File: src/rtl/ghost_collision_scheduler.sv
// Ghost/Pac proximity scan: one shared squared-distance datapath walks the four
// ghosts per frame_tick. Optional crash invulnerability window: GHOST_CRASH_INVULN_EN.
module ghost_collision_scheduler #(
  parameter int unsigned RADIUS_SQ    = 1024,
  parameter int unsigned INVULN_SCANS = 60
) (
  input  logic       clk,
  input  logic       rst,
  input  logic       frame_tick,
  input  logic [9:0] PacX,
  input  logic [9:0] Ghost1X,
  input  logic [9:0] Ghost2X,
  input  logic [9:0] Ghost3X,
  input  logic [9:0] Ghost4X,
  input  logic [8:0] PacY,
  input  logic [8:0] Ghost1Y,
  input  logic [8:0] Ghost2Y,
  input  logic [8:0] Ghost3Y,
  input  logic [8:0] Ghost4Y,
  output logic       busy,
  output logic       done,
  output logic [3:0] hit_mask,
  output logic       crash,
  output logic       overrun
);

  typedef enum logic [1:0] {IDLE, ISSUE, DRAIN, REPORT} state_t;

  localparam logic [20:0] RADIUS_LIM = 21'(RADIUS_SQ);

  function automatic logic [9:0] abs_diff(input logic [9:0] a, input logic [9:0] b);
    return (a >= b) ? (a - b) : (b - a);
  endfunction

  state_t      state_q, state_d;
  logic [1:0]  idx_q, idx_d;
  logic [9:0]  pac_x_q, pac_x_d;
  logic [8:0]  pac_y_q, pac_y_d;
  logic [9:0]  gx_q [4];
  logic [9:0]  gx_d [4];
  logic [8:0]  gy_q [4];
  logic [8:0]  gy_d [4];
  logic        s1_valid_q, s1_valid_d;
  logic [1:0]  s1_idx_q, s1_idx_d;
  logic [9:0]  s1_dx_q, s1_dx_d;
  logic [8:0]  s1_dy_q, s1_dy_d;
  logic [3:0]  acc_q, acc_d;
  logic        busy_q, busy_d;
  logic        done_q, done_d;
  logic [3:0]  hit_mask_q, hit_mask_d;
  logic        crash_q, crash_d;
  logic        overrun_q, overrun_d;
  logic [20:0] sum_s;
  logic        hit_s;
  logic        accept_s;
`ifdef GHOST_CRASH_INVULN_EN
  localparam int CW = $clog2(INVULN_SCANS + 2);
  logic [CW-1:0] inv_q, inv_d;
`endif

  // Second pipeline stage: 21 bits hold 1023^2 + 511^2 without overflow.
  always_comb begin
    sum_s = 21'(s1_dx_q) * 21'(s1_dx_q) + 21'(s1_dy_q) * 21'(s1_dy_q);
    hit_s = (sum_s < RADIUS_LIM);
  end

  // Next-state for the scheduler, datapath stages and registered outputs.
  always_comb begin
    state_d    = state_q;
    idx_d      = idx_q;
    pac_x_d    = pac_x_q;
    pac_y_d    = pac_y_q;
    gx_d       = gx_q;
    gy_d       = gy_q;
    s1_valid_d = 1'b0;
    s1_idx_d   = s1_idx_q;
    s1_dx_d    = s1_dx_q;
    s1_dy_d    = s1_dy_q;
    acc_d      = acc_q;
    busy_d     = busy_q;
    done_d     = 1'b0;
    hit_mask_d = hit_mask_q;
    crash_d    = crash_q;
    // The done cycle still reports busy, so a tick there is an overrun too.
    accept_s   = frame_tick && !busy_q;
    overrun_d  = overrun_q | (frame_tick & busy_q);
`ifdef GHOST_CRASH_INVULN_EN
    inv_d      = inv_q;
`endif

    if (s1_valid_q) begin
      acc_d[s1_idx_q] = hit_s;
    end else begin
      acc_d = acc_d;
    end

    if (accept_s) begin
      busy_d = 1'b1;
    end else if (done_q) begin
      busy_d = 1'b0;
    end else begin
      busy_d = busy_q;
    end

    case (state_q)
      IDLE: begin
        if (accept_s) begin
          state_d = ISSUE;
          idx_d   = 2'd0;
          acc_d   = 4'b0000;
          pac_x_d = PacX;
          pac_y_d = PacY;
          gx_d    = '{Ghost1X, Ghost2X, Ghost3X, Ghost4X};
          gy_d    = '{Ghost1Y, Ghost2Y, Ghost3Y, Ghost4Y};
        end else begin
          state_d = IDLE;
        end
      end
      ISSUE: begin
        s1_valid_d = 1'b1;
        s1_idx_d   = idx_q;
        s1_dx_d    = abs_diff(pac_x_q, gx_q[idx_q]);
        s1_dy_d    = 9'(abs_diff({1'b0, pac_y_q}, {1'b0, gy_q[idx_q]}));
        if (idx_q == 2'd3) begin
          state_d = DRAIN;
          idx_d   = 2'd0;
        end else begin
          idx_d = idx_q + 2'd1;
        end
      end
      DRAIN: begin
        if (idx_q == 2'd1) begin
          state_d = REPORT;
          idx_d   = 2'd0;
        end else begin
          idx_d = idx_q + 2'd1;
        end
      end
      REPORT: begin
        state_d    = IDLE;
        done_d     = 1'b1;
        hit_mask_d = acc_q;
`ifdef GHOST_CRASH_INVULN_EN
        if (inv_q != '0) begin
          crash_d = 1'b0;
          inv_d   = inv_q - CW'(1);
        end else if (|acc_q) begin
          crash_d = 1'b1;
          inv_d   = CW'(INVULN_SCANS);
        end else begin
          crash_d = 1'b0;
        end
`else
        crash_d = |acc_q;
`endif
      end
      default: begin
        state_d = IDLE;
      end
    endcase
  end

  // State registers; reset aborts any scan in flight.
  always_ff @(posedge clk or posedge rst) begin
    if (rst) begin
      state_q    <= IDLE;
      idx_q      <= 2'd0;
      pac_x_q    <= 10'd0;
      pac_y_q    <= 9'd0;
      gx_q       <= '{default: 10'd0};
      gy_q       <= '{default: 9'd0};
      s1_valid_q <= 1'b0;
      s1_idx_q   <= 2'd0;
      s1_dx_q    <= 10'd0;
      s1_dy_q    <= 9'd0;
      acc_q      <= 4'b0000;
      busy_q     <= 1'b0;
      done_q     <= 1'b0;
      hit_mask_q <= 4'b0000;
      crash_q    <= 1'b0;
      overrun_q  <= 1'b0;
`ifdef GHOST_CRASH_INVULN_EN
      inv_q      <= '0;
`endif
    end else begin
      state_q    <= state_d;
      idx_q      <= idx_d;
      pac_x_q    <= pac_x_d;
      pac_y_q    <= pac_y_d;
      gx_q       <= gx_d;
      gy_q       <= gy_d;
      s1_valid_q <= s1_valid_d;
      s1_idx_q   <= s1_idx_d;
      s1_dx_q    <= s1_dx_d;
      s1_dy_q    <= s1_dy_d;
      acc_q      <= acc_d;
      busy_q     <= busy_d;
      done_q     <= done_d;
      hit_mask_q <= hit_mask_d;
      crash_q    <= crash_d;
      overrun_q  <= overrun_d;
`ifdef GHOST_CRASH_INVULN_EN
      inv_q      <= inv_d;
`endif
    end
  end

  assign busy     = busy_q;
  assign done     = done_q;
  assign hit_mask = hit_mask_q;
  assign crash    = crash_q;
  assign overrun  = overrun_q;

endmodule

File: config.mk
export PLATFORM = sky130hd
export DESIGN_NAME = ghost_collision_scheduler
export DESIGN_NICKNAME = d
export VERILOG_FILES = /design/src/rtl/ghost_collision_scheduler.sv
export SDC_FILE = /design/constraint.sdc
export NUM_CORES = 1
export LEC_CHECK = 0
export CORE_MARGIN = 1.5
export CORE_UTILIZATION = 29
export CTS_BUF_LIST = sky130_fd_sc_hd__clkbuf_4
export DETAILED_ROUTE_END_ITERATION = 6
export GPL_TIMING_DRIVEN = 0
export PLACE_DENSITY = 0.48
export SYNTH_ARGS = -nofsm -noshare
export SYNTH_HDL_FRONTEND = slang
export SYNTH_SLANG_ARGS = --single-unit
File: constraint.sdc
create_clock -name clk -period 8.28 [get_ports clk]
set_input_delay 0.828 -clock clk [delete_from_list [all_inputs] [get_ports clk]]
set_output_delay 0.828 -clock clk [all_outputs]
set_load 0.01 [all_outputs]
---- After elaboration in Yosys (flattened, before gate mapping) ----
Index checks and enable logic that the tools add are counted.
cells by class
  add/sub/neg operators ................... 6
  multipliers ............................. 2
  order comparisons ....................... 6
  equality and inequality tests ........... 8
  muxes and demuxes ....................... 26
  bitwise gates (word level) .............. 3
  reduce and logical (&&, ||, !) cells .... 10
operators by type and width
  operator              count
  $mux 10               3
  $mux 9                3
  $add 20x18->21        1
  $lt 21x11->1 const B  1
  $bmux 10 s2           1
  $mul 10x10->20        1
  $sub 10x10->10        2
  $bmux 9 s2            1
  $mul 9x9->18          1
  $sub 9x9->9           2
  $mux 4                3
  $ge 10x10->1          1
  $mux 2                5
  $ge 9x9->1            1
  $pmux 2 s4            1
  $eq 2x2->1 const B    3
  $mux 1                6
  $ne 2x2->1 const B    3
  $pmux 2 s3            1
  $reduce_and 2->1      3
  $bwmux 4              1
  $eq 2x1->1 const B    2
  $reduce_or 4->1       1
  $ge 3x3->1 const B    1
  12 further kinds      13
word-level totals
  flip-flop bits (word level) ............. 133
  input bits .............................. 98
  output and inout bits ................... 8
  logic and storage cells ................. 83

---- Depth between registers and ports, before layout ----
  depth after elaboration ................. 8
  gate-level depth with buffers ........... 24
  depth with buffers taken out ............ 23

---- Worst setup path before layout ----
Ideal clock, no wire load.
  kind .................................... reg2reg
  start point ............................. register s1_dx_q[1]
  end point ............................... register acc_q[0]
  setup time .............................. 92 ps
  arrival time ............................ 5947 ps
  data required time ...................... 8188 ps
  slack ................................... 2241 ps
  stages on the path, launching flop included .. 23
  buffers on the path ..................... 1
  path through ............................ dfrtp_1 clkbuf_1 nand2_1 fa_1 inv_1 fa_1 inv_1 fa_1 inv_1 fa_1 fa_1 inv_1 fa_1 inv_1 ha_1 a21o_1 a211oi_2 o21a_2 o21ai_1 mux2_1 o311ai_1 nand4_1 o31ai_2
on the way
  cells in the longest elaborated chain, start to end .. 7
ends and longest elaborated chain
  what                      line  text
  start: declaration        45    logic [9:0] s1_dx_q, s1_dx_d;
  start signal: assignment  174   s1_dx_q <= 10'd0;
  start signal: assignment  194   s1_dx_q <= s1_dx_d;
  $mul 10x10->20 *          63    sum_s = 21'(s1_dx_q) * 21'(s1_dx_q) + 21'(s1_dy_q) * 21'(s1_dy_q);
  $add 20x18->21 *          63
  $lt 21x11->1 *            64    hit_s = (sum_s < RADIUS_LIM);
  $bwmux 4 *                92    acc_d[s1_idx_q] = hit_s;
  $mux 4 *                  91    if (s1_valid_q) begin
  $mux 4                    107   if (accept_s) begin
  $mux 4 *                  105   case (state_q)
  via acc_d[0]              47    logic [3:0] acc_q, acc_d;
  end signal: assignment    176   acc_q <= 4'b0000;
  end signal: assignment    196   acc_q <= acc_d;
  end: declaration          47
Mark *: on every way through the listed nets, which the timed path passes. The rest lies on a longest branch.
A chain may end at the register's enable or synchronous reset.

---- Worst setup path after layout ----
  start point ............................. register s1_dy_q[3]
  end point ............................... register acc_q[0]
on the way
  cells in the longest elaborated chain, start to end .. 7
ends and longest elaborated chain
  what                      line  text
  start: declaration        46    logic [8:0] s1_dy_q, s1_dy_d;
  start signal: assignment  195   s1_dy_q <= s1_dy_d;
  $mul 9x9->18 *            63
  $add 20x18->21 *          63
  $lt 21x11->1 *            64
  $bwmux 4 *                92
  $mux 4 *                  91
  $mux 4                    107
  $mux 4 *                  105
  via acc_d[0]              47
Marked as above.

==> Implementation_results.wiki <==
{| class="wikitable"
! Metric !! Value
|-
| Status || finished, final reports clean
|-
| Crit. Startpoint || s1_dy_q[3]
|-
| CP endpoint kind || register
|-
| GR Util All Layers || 13.9%
|-
| Part of the Yosys area used for sequential elements || 27.6%
|-
| Synthesized-area fraction occupied by adder cells || 30.2%
|-
| Clk_lat worst skew || 0.58 ns
|-
| Timing-limited maximum frequency || 0.146 GHz
|-
| I/O pin count || 106
|-
| Max H-tree Level || 4
|-
| Detailed Route Iter0 Violations || 283
|-
| Simple-Gate Fraction of Synth Area || 9.51%
|-
| Most common library cells after synthesis || sky130_fd_sc_hd__inv_1, sky130_fd_sc_hd__dfrtp_1, sky130_fd_sc_hd__fa_1, sky130_fd_sc_hd__ha_1, sky130_fd_sc_hd__mux2_2
|-
| Final non-filler cell total || 1807
|-
| Worst slew margin relative to its limit || 37.7%
|-
| Post-detailed-routing wire length || 28300 microns
|-
| Global-route layer with the greatest usage || met2
|-
| Number of buffers on the longest clock path || 2
|-
| Shortest clock period the worst path allows after layout || 6.83 ns
|-
| Clock transition at the registers of the reported paths || 0.13 ns
|-
| Number of warnings reported in the yosys synthesis log || 0
|-
| Layout cells sized above 1 || 14.3%
|-
| Number of vias after detailed routing || 8262
|-
| Worst Setup Start Kind || register
|-
| First-pass GRT wire length || 47100 microns
|-
| Met3 track demand over resource in global routing || 2.73%
|-
| Post-Route Skew || 0.0234 ns
|-
| CTS Root Buffer Type || sky130_fd_sc_hd__clkbuf_4
|-
| Final setup margin || 1.45 ns
|-
| Transition time of the tightest slew-check pin || 0.935 ns
|-
| DRC violation count after routing || 0
|-
| Met1 track demand over resource in global routing || 17.3%
|-
| Maximum number of pins on one net before global-route repair || 80
|-
| Floorplan Core Area || 0.0409 sq mm
|-
| Buf+Inv Stages, Crit Path || 5
|-
| Post-CTS sizing || 0
|-
| Most common cell in the netlist || sky130_fd_sc_hd__inv_1
|-
| Number of cells on the worst reg-to-reg path || 22
|-
| Arrival @ worst endpoint || 7.33 ns
|-
| Post-synth top area cell || sky130_fd_sc_hd__dfrtp_1
|-
| Area contributors post-synth || sky130_fd_sc_hd__dfrtp_1, sky130_fd_sc_hd__fa_1, sky130_fd_sc_hd__ha_1
|-
| CTS Sinks || 133
|-
| Initial Utilization || 29.5%
|-
| Most common cell type on the critical path || sky130_fd_sc_hd__fa_1
|-
| Setup repair after global routing missed its margin || no
|-
| Hold-fix buffer count after cts || 0
|-
| Total of flip-flops plus latches after synthesis || 133
|-
| Synth cell types || 70
|-
| Postcts setup bufs || 0
|-
| Placer Congestion || 0.816
|-
| Count of final setup violators || 0
|-
| Met2 Use GR || 24.3%
|-
| Parity-gate share of the synthesized area counting xor and xnor cells || 1.74%
|-
| Number of endpoints with negative hold slack in the final report || 0
|-
| Master of the slowest instance on the critical path || sky130_fd_sc_hd__fa_1
|-
| Startpoint of the most critical hold path || overrun
|-
| Dominant delay contributor by cell family on the critical path || adder cells
|-
| Dominant combinational cell family by area after synthesis || adder cells
|-
| Global route total overflow || 0
|-
| Die extent in y || 207 microns
|-
| Synthesized netlist cell count || 1135
|-
| Area growth, synth to finish || 17.1%
|-
| Via count of the first global-routing pass || 9011
|-
| Number of antenna violations at the first check in global routing || 3
|-
| Final Cycle Share || 82.5%
|-
| Syn Std Cell Area || 0.0121 sq mm
|-
| Number of enable flip-flop cells after synthesis || 0
|-
| Final net count || 1582
|-
| Peak fanout along the critical path || 10
|-
| Required arrival time at the worst endpoint || 8.78 ns
|-
| Mean cell area of the mapped netlist || 10.6 sq um
|-
| Worst Hold Depth || 1
|-
| CP cell instances || clkbuf_1 > nand2_1 > xnor2_1 > ha_1 > fa_1 > inv_1 > fa_1 > inv_1 > fa_1 > fa_1 > inv_1 > fa_1 > inv_1 > ha_1 > and4_1 > a211oi_2 > o21a_2 > o21ai_1 > mux2_1 > o311ai_1 > nand4_1 > o31ai_2
|-
| Fraction of the mapped netlist area in compound gates || 7.93%
|-
| TritonCTS clock tree || done
|-
| Remaining number of nets flagged by the antenna check after routing || 0
|-
| Max-cap check violation count || 0
|-
| Total Neg Setup Slack || 0 ns
|-
| Destination of the worst hold path || overrun
|-
| Detailed Place HPWL || 23400 microns
|-
| Port buffer count || 105
|-
| Overall die area || 0.0429 sq mm
|-
| Worst slack after detailed placement || 1.47 ns
|-
| Reg-to-reg critical path startpoint || s1_dy_q[3]
|-
| Min-delay worst type || reg -> reg
|-
| Cell total after placement || 1773
|-
| Horizontal extent of the die || 207 microns
|-
| WL/cell || 15.7 microns
|-
| Top FF cell, synth || sky130_fd_sc_hd__dfrtp_1
|-
| Multiplexer share of the synthesized area || 15.1%
|-
| Proportion of synthesized flip-flops having asynchronous set or reset || 100%
|-
| Slowest stage delay, CP || 0.55 ns
|-
| Worst setup slack for register-to-register paths || 1.45 ns
|-
| Via count normalized by instance count || 4.57
|-
| Detailed Routing Iterations Pass 1 || 6
|-
| Net Count, Synth || 1457
|-
| Worst R2R End || acc_q[0]
|-
| Site row count || 74
|-
| Post-synth top area share || 27.6%
|-
| Crit Path Class || reg -> reg
|-
| Max-slew violations || 0
|-
| Total CTS buffers || 17
|}
[through the flow]
| stage | util (%) | cell area [sq um] | hold WS (ns) |
|---|---|---|---|
| 2_1_floorplan | - | 12100 | 0.474 |
| 3_3_place_gp | 33.7 | 13800 | 0.451 |
| 3_5_place_dp | 33.8 | 13800 | 0.454 |
| 4_1_cts | 34.5 | 14100 | 0.487 |
| 5_1_grt | 34.6 | 14100 | 0.511 |
| 6_report | 34.6 | 14100 | 0.481 |
[kinds of logic (layout without fill, tap and decap cells)]
family / Yosys count / in the layout
xor+xnor: 24 / 24
flops: 133 / 133
simple gates: 220 / 220
buf+inv: 252 / 390
other cells: 0 / 2
compound gates: 138 / 138
mux: 144 / 144
fa+ha+maj: 224 / 224
[state kept, by name, indices dropped and copies added (netlist names)]
name and flops:
s1_dx_q 10, pac_y_q 9, busy 1, pac_x_q 10, acc_q 4, s1_idx_q 2
done 1, state_q 2, gx_q 40, hit_mask 4, s1_valid_q 1, gy_q 36
idx_q 2, overrun 1, s1_dy_q 9, crash 1
[how the worst max path moves through the flow]
stage	end	slack (ns)	depth (start not counted)
floorplan	acc_q[0]	2.24	22
global placement	acc_q[0]	1.52	22
detailed placement	acc_q[0]	1.47	20
CTS	acc_q[0]	1.40	20
global route	acc_q[0]	0.92	22
finish	acc_q[0]	1.45	22
[cells in the final DEF (no fill, tap or decap), types with 10 or more instances in the layout]
cell type	count
sky130_fd_sc_hd__nor3_1	10
sky130_fd_sc_hd__dfrtp_1	133
sky130_fd_sc_hd__and2_1	46
sky130_fd_sc_hd__fa_1	112
sky130_fd_sc_hd__xor2_1	10
sky130_fd_sc_hd__nand2b_1	11
sky130_fd_sc_hd__clkdlybuf4s50_1	105
sky130_fd_sc_hd__xnor2_1	14
sky130_fd_sc_hd__nand3_1	15
sky130_fd_sc_hd__inv_1	210
sky130_fd_sc_hd__clkbuf_1	31
sky130_fd_sc_hd__nor2_1	33
sky130_fd_sc_hd__nand2_1	58
sky130_fd_sc_hd__a21oi_1	34
sky130_fd_sc_hd__ha_1	112
sky130_fd_sc_hd__mux2_2	106
sky130_fd_sc_hd__mux2i_1	16
sky130_fd_sc_hd__a21o_1	15
sky130_fd_sc_hd__o21ai_0	23
sky130_fd_sc_hd__clkbuf_4	18
sky130_fd_sc_hd__mux4_2	19
sky130_fd_sc_hd__nor2b_1	11
[layout make-up]
| type | instances | area (sq um) |
|---|---|---|
| multi-input cells | 750 | 7780 |
| fillers | 4252 | 26800 |
| well taps | 532 | 666 |
| repair buffers | 106 | 1080 |
| plain buffers | 40 | 170 |
| clock inverters | 14 | 176 |
| inverters | 212 | 801 |
| clock buffers | 18 | 135 |
| flip-flops and latches | 133 | 3330 |
| diodes | 2 | 5.00 |
[worst reg2reg max path, delay by kind of cell, from the launching register on]
| family | cells | cell delay, ns |
|---|---|---|
| adder cells (fa/ha/maj) | 7 | 3.25 |
| AO/OA/AOI/OAI | 5 | 1.14 |
| buffers and inverters | 5 | 0.68 |
| AND/OR/NAND/NOR | 3 | 0.68 |
| flip-flops | 1 | 0.47 |
| multiplexers | 1 | 0.35 |
| XOR/XNOR | 1 | 0.19 |
[metal layers]
metal | up-vias | routed length [microns]
met5 | - | 11
met4 | 2 | 420
met3 | 26 | 1330
met2 | 141 | 14000
met1 | 4081 | 12500
li1 | 4012 | -
Power is not shown: default switching activity piles up to over one toggle a cycle in this logic, so the estimate is an artifact.
